`src/rtl/pos_cell_reader.sv`:
```
// pos_cell_reader: reads a particle count from cell memory address 0, then streams position words 1..count.
// Latency: the first out_valid comes 6 cycles after start, then 1 beat per cycle while out_ready is held high.
// Backpressure: reads are throttled so that FIFO occupancy plus reads in flight never exceeds 4; the output holds while out_ready=0.
// Ports:
//   clock, rst_n                     - rising-edge clock, asynchronous active-low reset
//   start                            - pulse that begins a readout; ignored while busy
//   mem_address/mem_rden/mem_wren    - cell memory read port (2-cycle read latency); mem_wren is always 0
//   mem_q                            - cell memory read data
//   out_valid/out_ready              - valid/ready stream carrying out_data, out_index (1..count) and out_last
//   particle_count, busy, done       - latched count, readout-in-progress flag, one-cycle completion pulse
//   count_err                        - sticky; set when the raw count was clamped to PARTICLE_NUM-1
module pos_cell_reader #(
  parameter int DATA_WIDTH   = 96,
  parameter int ADDR_WIDTH   = 8,
  parameter int PARTICLE_NUM = 220
) (
  input  logic                  clock,
  input  logic                  rst_n,
  input  logic                  start,
  output logic [ADDR_WIDTH-1:0] mem_address,
  output logic                  mem_rden,
  output logic                  mem_wren,
  input  logic [DATA_WIDTH-1:0] mem_q,
  output logic                  out_valid,
  input  logic                  out_ready,
  output logic [DATA_WIDTH-1:0] out_data,
  output logic [ADDR_WIDTH-1:0] out_index,
  output logic                  out_last,
  output logic [ADDR_WIDTH-1:0] particle_count,
  output logic                  busy,
  output logic                  done,
  output logic                  count_err
);

  localparam int AW1 = ADDR_WIDTH + 1;
  localparam logic [ADDR_WIDTH-1:0] MAX_CNT = ADDR_WIDTH'(PARTICLE_NUM - 1);

  typedef enum logic [2:0] {IDLE, RD_CNT, WAIT_CNT, STREAM, FINISH} state_t;

  typedef struct packed {
    logic [DATA_WIDTH-1:0] data;
    logic [ADDR_WIDTH-1:0] index;
    logic                  last;
  } entry_t;

  state_t                state_q, state_d;
  logic [1:0]            rd_vld;            // shift register tracking reads in the memory pipeline
  logic [ADDR_WIDTH-1:0] rd_idx [2];        // address carried alongside each in-flight read
  logic [AW1-1:0]        rd_next;           // next stream address; one wider so count+1 fits
  entry_t                fifo_mem [4];
  logic [1:0]            wr_ptr, rd_ptr;
  logic [2:0]            fifo_cnt;

  logic                  issue;
  logic [ADDR_WIDTH-1:0] issue_addr;
  logic [ADDR_WIDTH-1:0] raw_cnt, cnt_sat;
  logic                  cnt_over, cnt_cap, push, pop, last_xfer, credit_ok;
  logic [3:0]            in_use;
  entry_t                head;

  assign mem_wren  = 1'b0;
  assign raw_cnt   = mem_q[ADDR_WIDTH-1:0];
  assign cnt_over  = raw_cnt > MAX_CNT;
  assign cnt_sat   = cnt_over ? MAX_CNT : raw_cnt;
  // The word returning while in WAIT_CNT is the count; while streaming it is a position.
  assign cnt_cap   = (state_q == WAIT_CNT) && rd_vld[1];
  assign push      = (state_q == STREAM) && rd_vld[1];
  assign out_valid = (fifo_cnt != 3'd0);
  assign pop       = out_valid && out_ready;
  assign head      = fifo_mem[rd_ptr];
  assign last_xfer = pop && head.last;

  // Every read either sits in the FIFO or is still in flight. A pop this cycle frees a slot
  // in time for the new read, which is what sustains one beat per cycle.
  assign in_use    = {1'b0, fifo_cnt} + 4'(mem_rden) + 4'(rd_vld[0]) + 4'(rd_vld[1]);
  assign credit_ok = in_use < (4'd4 + 4'(pop));

  // Output fields are forced to zero whenever there is no valid beat, which also covers reset.
  assign out_data  = out_valid ? head.data  : '0;
  assign out_index = out_valid ? head.index : '0;
  assign out_last  = out_valid ? head.last  : 1'b0;

  // State register
  always_ff @(posedge clock or negedge rst_n) begin
    if (!rst_n) state_q <= IDLE;
    else        state_q <= state_d;
  end

  // Next-state logic
  always_comb begin
    state_d = state_q;
    case (state_q)
      IDLE:     if (start) state_d = RD_CNT;
      RD_CNT:   state_d = WAIT_CNT;
      WAIT_CNT: if (cnt_cap) state_d = (cnt_sat == '0) ? FINISH : STREAM;
      STREAM:   if (last_xfer) state_d = FINISH;
      FINISH:   state_d = IDLE;
      default:  state_d = IDLE;
    endcase
  end

  // Output and read-issue logic
  always_comb begin
    issue      = 1'b0;
    issue_addr = mem_address;
    busy       = (state_q != IDLE);
    done       = (state_q == FINISH);
    case (state_q)
      IDLE: begin
        if (start) begin
          issue      = 1'b1;
          issue_addr = '0;
        end
      end
      // Address 1 is issued on the same edge the count is captured, straight from mem_q.
      WAIT_CNT: begin
        if (cnt_cap && (cnt_sat != '0)) begin
          issue      = 1'b1;
          issue_addr = ADDR_WIDTH'(1);
        end
      end
      STREAM: begin
        if ((rd_next <= {1'b0, particle_count}) && credit_ok) begin
          issue      = 1'b1;
          issue_addr = rd_next[ADDR_WIDTH-1:0];
        end
      end
      default: ;
    endcase
  end

  // Read port, in-flight tracking and count capture
  always_ff @(posedge clock or negedge rst_n) begin
    if (!rst_n) begin
      mem_rden       <= 1'b0;
      mem_address    <= '0;
      rd_vld         <= 2'b00;
      rd_idx[0]      <= '0;
      rd_idx[1]      <= '0;
      rd_next        <= '0;
      particle_count <= '0;
      count_err      <= 1'b0;
    end else begin
      mem_rden  <= issue;
      if (issue) mem_address <= issue_addr;
      rd_vld    <= {rd_vld[0], mem_rden};
      rd_idx[0] <= mem_address;
      rd_idx[1] <= rd_idx[0];
      if (cnt_cap) begin
        particle_count <= cnt_sat;
        rd_next        <= AW1'(2);
        if (cnt_over) count_err <= 1'b1;
      end else if (issue && (state_q == STREAM)) begin
        rd_next <= rd_next + AW1'(1);
      end
    end
  end

  // Skid FIFO control
  always_ff @(posedge clock or negedge rst_n) begin
    if (!rst_n) begin
      wr_ptr   <= '0;
      rd_ptr   <= '0;
      fifo_cnt <= '0;
    end else begin
      if (push) wr_ptr <= wr_ptr + 2'd1;
      if (pop)  rd_ptr <= rd_ptr + 2'd1;
      fifo_cnt <= fifo_cnt + 3'(push) - 3'(pop);
    end
  end

  // Skid FIFO storage; contents are only observed through the valid-gated outputs.
  always_ff @(posedge clock) begin
    if (push) begin
      fifo_mem[wr_ptr].data  <= mem_q;
      fifo_mem[wr_ptr].index <= rd_idx[1];
      fifo_mem[wr_ptr].last  <= (rd_idx[1] == particle_count);
    end
  end

endmodule
```
`config.mk`:
```
export PLATFORM = sky130hd
export DESIGN_NAME = pos_cell_reader
export DESIGN_NICKNAME = d
export VERILOG_FILES = /design/src/rtl/pos_cell_reader.sv
export SDC_FILE = /design/constraint.sdc
export NUM_CORES = 1
export LEC_CHECK = 0
export CORE_UTILIZATION = 50
export DETAILED_ROUTE_END_ITERATION = 8
export HOLD_SLACK_MARGIN = 0.02
export PLACE_DENSITY = 0.75
export SETUP_SLACK_MARGIN = 0.4
export SYNTH_ARGS = -nofsm -noshare
export SYNTH_HDL_FRONTEND = slang
export SYNTH_SLANG_ARGS = --single-unit
```
`constraint.sdc`:
```
create_clock -name clock -period 10.9 [get_ports clock]
set_clock_uncertainty 0.1 [all_clocks]
set_input_delay 3.27 -clock clock [delete_from_list [all_inputs] [get_ports clock]]
set_output_delay 3.27 -clock clock [all_outputs]
set_load 0.05 [all_outputs]
```
==> results of run 1 <==
area by class of cell:
type	instances	area [µm²]
sequential	475	14000
clock inverter	27	309
clock buffer	65	1360
timing repair buffer	236	2330
tap	468	586
inverter	27	101
fill	2540	13500
multi-input combinational	374	4220
antenna	3	7.51
final timing paths:
kind                             from             end  slack (ps)  cells after the start
setup reg to reg             mem_rden  mem_address[0]        7420                      9
hold reg to reg            rd_idx[11]       rd_idx[3]         250                      0
min in group asynchronous       rst_n      state_q[2]        2730                      2
hold / removal             rd_idx[11]       rd_idx[3]         250                      0
setup / recovery            rd_ptr[0]    out_data[31]        3720                      4
max in group asynchronous       rst_n       rd_ptr[1]        7430                      2
synthesized netlist by cell type (all sizes together), types with 2 or more instances:
| library cell | number |
|---|---|
| nand4 | 4 |
| mux2 | 2 |
| buf | 15 |
| nor2 | 7 |
| a31oi | 4 |
| and2 | 108 |
| nand2 | 28 |
| o21ai | 16 |
| and3 | 5 |
| inv | 27 |
| a21oi | 6 |
| nor3 | 4 |
| o211ai | 2 |
| dfrtp | 55 |
| nor2b | 2 |
| clkbuf | 28 |
| edfxtp | 420 |
| nand2b | 7 |
| fa | 3 |
| xnor2 | 12 |
| or4 | 3 |
| mux4 | 105 |
| or3 | 2 |
| mux2i | 11 |
| ha | 17 |
| nor4 | 3 |
| xor2 | 2 |
| nand3 | 8 |
cells by family after synthesis:
logic type | Yosys count | share of synthesized area
xor gates and xnor gates | 14 | 0.00664
buffers and inverters | 70 | 0.0156
DFF | 475 | 0.758
and+or+nand+nor | 185 | 0.0579
adders and majority gates | 20 | 0.0148
AOI/OAI and AO/OA | 36 | 0.0121
muxes | 118 | 0.135
other | 1 | 0.000203
metal layers:
metal  wire length [µm]  global-route usage  up-vias
met2              18600               0.337      300
met1              15100               0.262     4780
li1                   -                   -     4113
met3               2420              0.0517       67
met4                815              0.0641        2
met5                 17                   0        -
state kept, by name, summed over array words and instances (netlist names):
name / cells
particle_count: 8
mem_address: 8
fifo_cnt: 3
rd_ptr: 2
mem_rden: 1
rd_vld: 2
rd_idx: 16
count_err: 1
state_q: 3
wr_ptr: 2
fifo_mem: 420
rd_next: 9
worst register-to-register path: cells and delay by family, from the launching register on:
kind / cells / cell delay, ps
mux: 1 / 360
fa+ha+maj: 3 / 1210
simple gates: 1 / 640
flops: 1 / 430
buf+inv: 2 / 290
compound gates: 2 / 330
where the power goes:
group | switching (mW) | internal, mW | leakage [nW]
clock network | 0.662 | 1.04 | 0.816
logic | 1.81 | 1.14 | 2.39
registers | 0.173 | 2.18 | 4.51
total | 2.64 | 4.36 | 7.71
per-stage QoR:
step	setup slack, ps	instances	instance area, µm²
detailed placement	4220	1580	21200
global route	3410	1674	22900
floorplan	5550	919	18500
CTS	3590	1672	22900
global placement	4220	1580	21200
finish	3720	1675	22900
==> results.toml, run 1 <==
[sta]
slew_viol_final = 0
fmax_ghz = 0.139
min_period_over_period = 0.659
setup-tns-final_ps = 0
unrepaired_setup_endpoints_after_global_routing = "no"
fin_worst_hold_slack_ps = 248
setup-violations-final = 0
post-route-min-period_ps = 7180
worst-slew-pin-transition_ps = 1110
finalHoldViolCount = 0
timing.slew.headroom = 0.254

[synthesis]
netlist_area_before_placement_um2 = 18500
postSynthNetCount = 1039
synth.distinct_cells = 45
synth_edf_count = 420
syn_inst = 919
synth_largest_area_cell = "edfxtp_1"
ys_async_sr_fraction = 0.116
synth.avg_cell_area_um2 = 20.1
synth-warning-count = 0
synth-seq-cells = 475
synth_top_cell_area_share = 0.683
yosysSeqAreaShare = 0.758
synth-main-ff-cell = "edfxtp_1"
synth_top_area_cells = "edfxtp_1, mux4_2, dfrtp_1"

[clocking]
clock_latency_ps = 570
clock_tree_from_tritoncts = "yes"
clkSinkCount = 475
postCtsHoldBufs = 0
cts_setup_buffers = 0
cts-root-to-sink-buffers = 3
cts_root_buf = "clkbuf_16"
htree_num_levels = 2
numCtsBuffers = 49
clk_pin_slew_ps = 60
post_cts_resized = 0

[job]
drv.max_cap_violation_count = 0

[placement]
place.port_buffers = 225
dp.final_hpwl_um = 21600
globalplace.congestion = 0.819

[final_layout]
layout_common_cells = "edfxtp_1, clkdlybuf4s50_1, and2_1"
drive_gt1_frac = 0.167
areaGrowthSynthToFinish_pct = 24.0
final_core_util = 0.629
nNetsFinal = 1283
layout.cells.most_common = "edfxtp_1"

[routing]
avgViaCountPerCell = 5.53
detail_route.wl_per_cell_um = 22.1
dr_total_vias = 9262
antenna_violating_nets_post_route = 0
drt_first_pass_iters = 5
routed_wirelength_um = 36900
drc = 0
detailedRoute.firstIterationViolations = 529

[status]
status = "finished clean"

[power]
powerDensity_nw_per_um2 = 306
max-vdd-ir-drop_v = 0.000172
fin_total_pwr_mw = 7.00
power.static_leakage_nw = 7.71

[worst_setup_path]
crit_chain = "buf_4 > mux4_2 > and2_1 > clkdlybuf4s50_1"
critical_path_class = "reg2out"
cpPeakStageDelay_ps = 850
cpMaxStageDelayCell = "buf_4"
timing.critical_path.required_ps = 7530
critical-path-top-delay-family = "buffers and inverters"
worst_path_buffer_plus_inverter_count = 2
worst-path-max-fanout = 51
startpoint_type = "flip-flop"
setup.worst_path.end_class = "output port"
critical_path_arrival_ps = 3810

[floorplanning]
die_height_um = 194
placement_rows = 70
die_area_um2 = 37700
num_io_pins = 227
die-width_um = 194
floorplan.core_area_um2 = 36400
effective_utilization_at_floorplan = 0.507

[global_route]
maximum_number_of_pins_on_one_net_before_global_route_repair = 66
antenna_violations_before_repair = 3
grt_pass1_wl_um = 57900
global_route.overflow_total = 0
grtUsageTotal = 0.202
grt_pass1_vias = 9988

[worst_hold_path]
hold_path.class = "reg2reg"
Power figures use the tool's default switching activity.
==> run 2: changes to the inputs <==
--- a/config.mk
+++ b/config.mk
@@ -8,7 +8,7 @@
 export CORE_UTILIZATION = 50
 export DETAILED_ROUTE_END_ITERATION = 8
 export HOLD_SLACK_MARGIN = 0.02
-export PLACE_DENSITY = 0.75
+export PLACE_DENSITY = 0.78
 export SETUP_SLACK_MARGIN = 0.4
 export SYNTH_ARGS = -nofsm -noshare
 export SYNTH_HDL_FRONTEND = slang
==> constraint.sdc (replaced) <==
create_clock -name clock -period 5.84 [get_ports clock]
set_clock_uncertainty 0.1 [all_clocks]
set_input_delay 1.752 -clock clock [delete_from_list [all_inputs] [get_ports clock]]
set_output_delay 1.752 -clock clock [all_outputs]
set_load 0.05 [all_outputs]
==> results.toml, run 2 (same netlist as run 1, synthesis figures left out) <==
[status]
status = "finished clean"

[routing]
detail_route.wl_per_cell_um = 22.0
detailedRoute.firstIterationViolations = 597
drc = 0
antenna_violating_nets_post_route = 0
avgViaCountPerCell = 5.51
drt_first_pass_iters = 5
dr_total_vias = 9207
routed_wirelength_um = 36700

[worst_setup_path]
critical_path_arrival_ps = 3240
timing.critical_path.required_ps = 3990
cpPeakStageDelay_ps = 930
crit_chain = "buf_4 > mux4_2 > and2_1 > clkdlybuf4s50_1"
cpMaxStageDelayCell = "dfrtp_4"
worst-path-max-fanout = 45
rr_worst_depth = 10
startpoint_type = "flip-flop"
critical_path_class = "reg2out"
setup.worst_path.end_class = "output port"

[power]
power.static_leakage_nw = 7.73
max-vdd-ir-drop_v = 0.000488
powerDensity_nw_per_um2 = 571
fin_total_pwr_mw = 13.1

[placement]
dp.final_hpwl_um = 22000
globalplace.congestion = 0.829
place.port_buffers = 225
pre_cts_slack_ps = 1320
place_inst = 1584

[global_route]
antenna_violations_before_repair = 3
global_route.overflow_total = 0
maximum_number_of_pins_on_one_net_before_global_route_repair = 90
grtUsageTotal = 0.200
grt_pass1_wl_um = 56600
grt_pass1_vias = 9842

[final_layout]
final_core_util = 0.629
max_flop_register = "fifo_mem"
layout_common_cells = "edfxtp_1, clkdlybuf4s50_1, and2_1"
areaGrowthSynthToFinish_pct = 24.1
finalNonFillerCells = 1670
layout_top_registers = "fifo_mem (420), rd_idx (16), rd_next (9)"
drive_gt1_frac = 0.170
largest_register_ffs = 420
final.fill_count = 2563
nNetsFinal = 1285
layout.cells.most_common = "edfxtp_1"

[floorplanning]
die-width_um = 194
floorplan.core_area_um2 = 36400
placement_rows = 70
effective_utilization_at_floorplan = 0.507
num_io_pins = 227
die_height_um = 194
die_area_um2 = 37700

[clocking]
cts_setup_buffers = 0
clk_pin_slew_ps = 60
clkSinkCount = 475
numCtsBuffers = 47
cts_root_buf = "clkbuf_16"
postCtsHoldBufs = 0
htree_num_levels = 2
cts-root-to-sink-buffers = 3
clock_tree_from_tritoncts = "yes"
post_cts_resized = 0
clock_latency_ps = 560

[sta]
finalHoldViolCount = 0
worst-slew-pin-transition_ps = 1200
timing.slew.headroom = 0.194
setup-violations-final = 0
post-route-min-period_ps = 5090
min_period_over_period = 0.872
fmax_ghz = 0.196
unrepaired_setup_endpoints_after_global_routing = "no"
fin_ws_ps = 745
setup-tns-final_ps = 0
slew_viol_final = 0

[worst_hold_path]
hold_path.class = "reg2reg"
instance_count_along_the_most_critical_hold_path = 0

[job]
drv.max_cap_violation_count = 0
## run 2: cell count changes in the layout (fill, tap and decap cells not counted), sizes merged
cell and change:
clkbuf -11, buf +4, bufinv +4, diode -2, clkinv +1, clkinvlp -1
## run 2: final timing paths
| path | slack (ps) | to | from |
|---|---|---|---|
| setup / recovery | 750 | out_data[87] | rd_ptr[1] |
| min in group asynchronous | 890 | count_err | rst_n |
| max in group asynchronous | 3860 | rd_ptr[0] | rst_n |
| hold / removal | 250 | rd_idx[6] | rd_idx[14] |
| hold reg to reg | 250 | rd_idx[6] | rd_idx[14] |
| setup reg to reg | 2270 | mem_address[0] | mem_rden |
## run 2: layout make-up
cell class / instances / area, µm² / share of cell area
inverter: 27 / 101 / 0.00442
clock inverter: 31 / 429 / 0.0187
clock buffer: 54 / 1200 / 0.0525
antenna: 1 / 2.50 / 0.000109
timing repair buffer: 240 / 2380 / 0.104
sequential: 475 / 14000 / 0.611
multi-input combinational: 374 / 4220 / 0.184
tap: 468 / 586 / 0.0256
## run 2: routing by layer
metal,track usage,wire [µm],up-vias
met3,0.0480,2530,49
met5,0,25,-
met4,0.0514,704,4
met2,0.332,18300,300
met1,0.268,15100,4743
li1,-,-,4111
## run 2: stage by stage
| step | hold slack, ps | instance area (µm²) |
|---|---|---|
| 2_1_floorplan | 231 | 18500 |
| 6_report | 246 | 22900 |
| 3_5_place_dp | 235 | 21300 |
| 3_3_place_gp | 231 | 21300 |
| 5_1_grt | 260 | 22900 |
| 4_1_cts | 248 | 22900 |
## run 2: critical path: cells and delay by family, from the launching register on
kind,cells,cell delay [ps]
buf+inv,2,1140
simple gates,1,170
flops,1,930
mux,1,400
## run 2: power by group
| group | internal (mW) | switching (mW) | total (mW) |
|---|---|---|---|
| clock | 1.96 | 1.21 | 3.17 |
| combinational | 2.15 | 3.42 | 5.57 |
| sequential | 4.07 | 0.257 | 4.33 |
| total | 8.18 | 4.90 | 13.1 |
